--- config.mk ---
export PLATFORM = sky130hd
export DESIGN_NAME = paddle_capture
export DESIGN_NICKNAME = d
export VERILOG_FILES = /design/src/rtl/paddle_pkg.sv /design/src/rtl/paddle_channel.sv /design/src/rtl/paddle_capture.sv
export SDC_FILE = /design/constraint.sdc
export NUM_CORES = 1
export LEC_CHECK = 0
export BUFFER_PORTS_ARGS = -buffer_cell sky130_fd_sc_hd__buf_2
export CAP_MARGIN = 20
export CORE_ASPECT_RATIO = 0.6
export CORE_MARGIN = 2
export CORE_UTILIZATION = 30
export DETAILED_ROUTE_END_ITERATION = 8
export HOLD_SLACK_MARGIN = 0.1
export PLACE_DENSITY_LB_ADDON = 0.2
export SLEW_MARGIN = 10
export SYNTH_ARGS = -nofsm -noshare
export SYNTH_HDL_FRONTEND = slang
export SYNTH_HIERARCHICAL = 1
export SYNTH_SLANG_ARGS = --single-unit
export TNS_END_PERCENT = 100
--- constraint.sdc ---
create_clock -name clk -period 2.5 [get_ports clk]
set_clock_uncertainty 0.15 [all_clocks]
set_input_delay 0.5 -clock clk [delete_from_list [all_inputs] [get_ports clk]]
set_output_delay 0.5 -clock clk [all_outputs]
set_load 0.02 [all_outputs]
--- src/rtl/paddle_pkg.sv ---
// Shared types and helpers for the paddle digitizer: per-channel state and
// the saturation limit of the scanline counter.
package paddle_pkg;

    typedef enum logic [1:0] {
        ST_IDLE     = 2'd0,
        ST_ARMED    = 2'd1,
        ST_CAPTURED = 2'd2
    } ch_state_t;

    function automatic logic [31:0] cnt_max(input int unsigned w);
        return (32'd1 << w) - 32'd1;
    endfunction

endpackage

--- src/rtl/paddle_channel.sv ---
// One paddle channel: input synchronizer, rising-edge detect, capture FSM and
// publish registers. Optional averaging filter enabled by PADDLE_FILTER_EN.
module paddle_channel
    import paddle_pkg::*;
#(
    parameter int CNT_W       = 8,
    parameter int SYNC_STAGES = 2
) (
    input  logic             clk,
    input  logic             reset,
    input  logic             frame_start,
    input  logic [CNT_W-1:0] line_cnt,
    input  logic             paddle,
    output logic [CNT_W-1:0] pos,
    output logic             timeout
);

    localparam logic [CNT_W-1:0] ALL_ONES = '1;

    logic [SYNC_STAGES-1:0] sync_q;
    logic                   prev_q;
    logic                   rise;
    ch_state_t              state, state_next;
    logic [CNT_W-1:0]       cap_q;
    logic [CNT_W-1:0]       pub_val;

    // NOTE: clocked blocks use non-blocking assignments so every flop samples pre-edge values.
    always_ff @(posedge clk or negedge reset) begin
        if (!reset) begin
            sync_q <= '0;
            prev_q <= 1'b0;
        end else begin
            sync_q <= {sync_q[SYNC_STAGES-2:0], paddle};
            prev_q <= sync_q[SYNC_STAGES-1];
        end
    end

    assign rise = sync_q[SYNC_STAGES-1] & ~prev_q;

    always_ff @(posedge clk or negedge reset) begin
        if (!reset) state <= ST_IDLE;
        else        state <= state_next;
    end

    // NOTE: next state defaults to the current state first so no latch is inferred.
    always_comb begin
        state_next = state;
        case (state)
            ST_IDLE:     if (frame_start) state_next = ST_ARMED;
            ST_ARMED:    if (!frame_start && rise) state_next = ST_CAPTURED;
            ST_CAPTURED: if (frame_start) state_next = ST_ARMED;
            default:     state_next = ST_IDLE;
        endcase
    end

    // frame_start wins over a coincident edge: the capture is dropped.
    always_ff @(posedge clk or negedge reset) begin
        if (!reset) begin
            cap_q <= '0;
        end else if (state == ST_ARMED && !frame_start && rise) begin
            cap_q <= line_cnt;
        end
    end

`ifdef PADDLE_FILTER_EN
    logic hist_q;

    always_ff @(posedge clk or negedge reset) begin
        if (!reset) begin
            hist_q <= 1'b0;
        end else if (frame_start) begin
            if (state == ST_ARMED)         hist_q <= 1'b0;
            else if (state == ST_CAPTURED) hist_q <= 1'b1;
        end
    end

    // pos still holds the last published value, so it serves as the history sample.
    assign pub_val = hist_q
        ? CNT_W'(({1'b0, pos} + {1'b0, cap_q} + (CNT_W+1)'(1)) >> 1)
        : cap_q;
`else
    assign pub_val = cap_q;
`endif

    always_ff @(posedge clk or negedge reset) begin
        if (!reset) begin
            pos     <= '0;
            timeout <= 1'b0;
        end else if (frame_start) begin
            case (state)
                ST_ARMED: begin
                    pos     <= ALL_ONES;
                    timeout <= 1'b1;
                end
                ST_CAPTURED: begin
                    pos     <= pub_val;
                    timeout <= 1'b0;
                end
                default: ;
            endcase
        end
    end

endmodule

--- src/rtl/paddle_capture.sv ---
// Multi-channel paddle digitizer top: shared saturating scanline counter,
// publish strobe and output packing. Filter option: PADDLE_FILTER_EN.
module paddle_capture
    import paddle_pkg::*;
#(
    parameter int NUM_CH      = 2,
    parameter int CNT_W       = 8,
    parameter int SYNC_STAGES = 2
) (
    input  logic                    clk,
    input  logic                    reset,
    input  logic                    frame_start,
    input  logic                    line_tick,
    input  logic [NUM_CH-1:0]       paddle_in,
    output logic [NUM_CH*CNT_W-1:0] pos,
    output logic                    pos_valid,
    output logic [NUM_CH-1:0]       timeout
);

    localparam logic [CNT_W-1:0] CNT_MAX = CNT_W'(cnt_max(CNT_W));

    logic [CNT_W-1:0] line_cnt;

    always_ff @(posedge clk or negedge reset) begin
        if (!reset) begin
            line_cnt <= '0;
        end else if (frame_start) begin
            line_cnt <= '0;
        end else if (line_tick && line_cnt != CNT_MAX) begin
            line_cnt <= line_cnt + 1'b1;
        end
    end

    always_ff @(posedge clk or negedge reset) begin
        if (!reset) pos_valid <= 1'b0;
        else        pos_valid <= frame_start;
    end

    for (genvar i = 0; i < NUM_CH; i++) begin : g_ch
        paddle_channel #(
            .CNT_W      (CNT_W),
            .SYNC_STAGES(SYNC_STAGES)
        ) u_ch (
            .clk        (clk),
            .reset      (reset),
            .frame_start(frame_start),
            .line_cnt   (line_cnt),
            .paddle     (paddle_in[i]),
            .pos        (pos[i*CNT_W +: CNT_W]),
            .timeout    (timeout[i])
        );
    end

endmodule

==> reports/metrics.json <==
{
  "outcome": {
    "outcome": "complete, no violations"
  },
  "cts": {
    "clk_pin_slew_ps": 70,
    "post_cts_resized": 0,
    "clkSinkCount": 53,
    "cts_hold_buf": 1,
    "insertion_delay_ps": 290,
    "numCtsBuffers": 5,
    "clock_tree.buffer_depth": 2,
    "tritoncts": "built",
    "cts_root_buf": "clkbuf_16",
    "postCtsSetupRepairBufs": 0,
    "htreeDepth": 2
  },
  "layout": {
    "proportion_of_layout_cells_with_a_drive_suffix_above_1": 0.186,
    "final_cells": 351,
    "final.fill_count": 760,
    "count_of_nets_after_finishing": 261,
    "area_delta_synth_final_pct": 16.8,
    "antennaDiodeCount": 0
  },
  "synthesis": {
    "synth.net_count": 237,
    "synthesis.area_per_instance_um2": 10.4,
    "ys_seq_area_frac": 0.576,
    "ys_types": 35,
    "synth.yosys.warnings": 6,
    "post_synth_instance_area_um2": 2300,
    "syn_inst": 222,
    "synth_edf_count": 0,
    "asyncSetResetFlopFracSynth": 1.00,
    "synth_flop_cell": "dfrtp_1",
    "synth_seq_cells": 53
  },
  "sta": {
    "max_freq_mhz": 521,
    "post-route-period-util": 0.768,
    "rsz0062_at_grt": "false",
    "finalSetupViolCount": 0,
    "final_period_minus_worst_setup_slack_ps": 1920,
    "timing.hold.ws_ps": 165,
    "finalSetupTns_ps": 0,
    "pins_over_slew_limit": 0,
    "transition_time_at_the_pin_with_the_least_slew_margin_ps": 485,
    "max-slew-margin-rel": 0.676,
    "final-hold-violation-count": 0
  },
  "setup_path": {
    "rrSetupSlack_ps": 580,
    "startpoint_of_the_worst_setup_timing_path": "line_cnt[0]",
    "worst_setup_path_endpoint": "line_cnt[0]",
    "timing.critical_path.to_type": "flop",
    "crit_required_ps": 2520,
    "critPathLaunchType": "flop",
    "rr_endpoint": "line_cnt[0]",
    "regToRegStartpoint": "line_cnt[0]",
    "arrival_ps": 1940,
    "timing.critical_path.cells": "ha_1 > and4_2 > a21boi_1 > mux2_2",
    "timing.reg2reg.worst_path_depth": 4,
    "timing.critical_path.buf_inv": 0,
    "timing.critical_path.slowest_cell_delay_ps": 450,
    "critical_path_class": "reg2reg",
    "cp_max_fo": 7,
    "worst-path-stages": 4,
    "crit_path_top_delay_cell": "dfrtp_1",
    "critical_path.top_delay_family": "flip-flops"
  },
  "min_path": {
    "min_delay_path_depth": 1,
    "min_path_type": "in2reg"
  },
  "floorplan": {
    "num_io_pins": 25,
    "area_of_the_die_um2": 8420,
    "die_h_um": 71.9,
    "placementRows": 24,
    "chipWidth_um": 117,
    "design.core.area_um2": 7360,
    "initial_standard_cell_utilization_of_the_core": 0.313
  },
  "placement": {
    "detailedPlacementHpwl_mm": 3.13,
    "quantity_of_i_o_buffers_inserted_on_ports": 24,
    "dp_cell_count": 342,
    "gp_routability_congestion": 0.785
  },
  "global_route": {
    "track_usage": 0.118,
    "grt_pass1_vias": 1487,
    "antenna_found_initial": 0,
    "globalRoute.totalOverflow": 0,
    "grt_max_degree": 34,
    "grt_first_pass_wirelength_mm": 7.50
  },
  "drt": {
    "detail_route.wirelength_mm": 4.37,
    "vias": 1551,
    "drtPass1Iterations": 4,
    "initial_drc_count": 84,
    "post_drt_wl_per_cell_um": 12.5,
    "vias_per_cell": 4.42,
    "post_detailed_route_count_of_antenna_violating_nets": 0,
    "detail_route.drc_violations": 0
  },
  "power_and_ir_drop": {
    "power_leakage_nw": 1.13,
    "power.ir.vdd_worst_v": 0.000357,
    "power_per_cell_area_nw_per_um2": 1040,
    "design_power_total_mw": 2.79
  },
  "job": {
    "drv.max_cap_violation_count": 0
  }
}
## Yosys cell counts (3+ instances only)
master / n / area [µm²]
a21oi_1: 7 / 35.0
a31oi_1: 17 / 106
buf_2: 5 / 25.0
buf_4: 4 / 30.0
dfrtp_1: 53 / 1330
ha_1: 9 / 113
inv_1: 24 / 90.1
nand2_1: 24 / 90.1
nand2b_1: 3 / 18.8
nor2_1: 20 / 75.1
nor2b_1: 3 / 18.8
nor3_1: 4 / 20.0
o21ai_0: 19 / 95.1
## layer usage
layer  part of all wire  global-route usage  vias to the layer above
met2               0.40               0.158                       24
met3              0.041              0.0415                        5
met4             0.0085              0.0353                        0
met1               0.55               0.178                      732
met5                  0                   0                        -
li1                   -                   -                      790
## cell usage in the layout (no fill, tap or decap), types with 3 or more instances in the layout
cell type,n
dfrtp_1,53
inv_1,24
nand2_1,24
buf_2,24
nor2_1,20
o21ai_0,19
a31oi_1,17
ha_1,9
a21oi_1,7
clkbuf_16,5
nor3_1,4
nand2b_1,3
nor2b_1,3
buf_4,3
## final cells by class
type,count,area [µm²],share of cell area
sequential,53,1330,0.493
multi-input combinational,133,831,0.309
clock inverter,1,7.51,0.00279
tap,104,130,0.0484
clock buffer,7,133,0.0493
timing repair buffer,29,173,0.0642
inverter,24,90.1,0.0335
## registers in the layout (all words and copies together), names as in the netlist
name	count
g_ch.u_ch/state	4
g_ch.u_ch/cap_q	16
pos_valid	1
g_ch.u_ch/prev_q	2
g_ch.u_ch/sync_q	4
g_ch.u_ch/timeout	2
line_cnt	8
g_ch.u_ch/pos	16
## report_power, final
group          internal, mW  switching, mW  total (mW)
combinational         0.329          0.575       0.904
clock                 0.372          0.291       0.664
sequential             1.12          0.107        1.22
## stage by stage
stage | setup slack, ps | utilization | area, µm²
final | 579 | 0.366 | 2690
after global routing | 482 | 0.366 | 2690
after CTS | 558 | 0.366 | 2690
after detailed placement | 578 | 0.345 | 2540
after global placement | 607 | 0.345 | 2540
after floorplan | 749 | - | 2300
## how the worst min path moves through the flow
stage,start,endpoint,slack [ps]
detailed placement,g_ch[1].u_ch/sync_q[0],g_ch[1].u_ch/sync_q[1],190
global route,paddle_in[1],g_ch[1].u_ch/sync_q[0],150
finish,paddle_in[1],g_ch[1].u_ch/sync_q[0],160
floorplan,reset,g_ch[0].u_ch/cap_q[0],50
global placement,g_ch[1].u_ch/sync_q[0],g_ch[1].u_ch/sync_q[1],180
CTS,paddle_in[1],g_ch[1].u_ch/sync_q[0],150
## cell families after synthesis
| group | synth area share |
|---|---|
| simple gates | 0.153 |
| flops | 0.576 |
| compound gates | 0.130 |
| buf+inv | 0.0690 |
| fa+ha+maj | 0.0489 |
| mux | 0.0239 |
(Power assumes the default switching activity.)
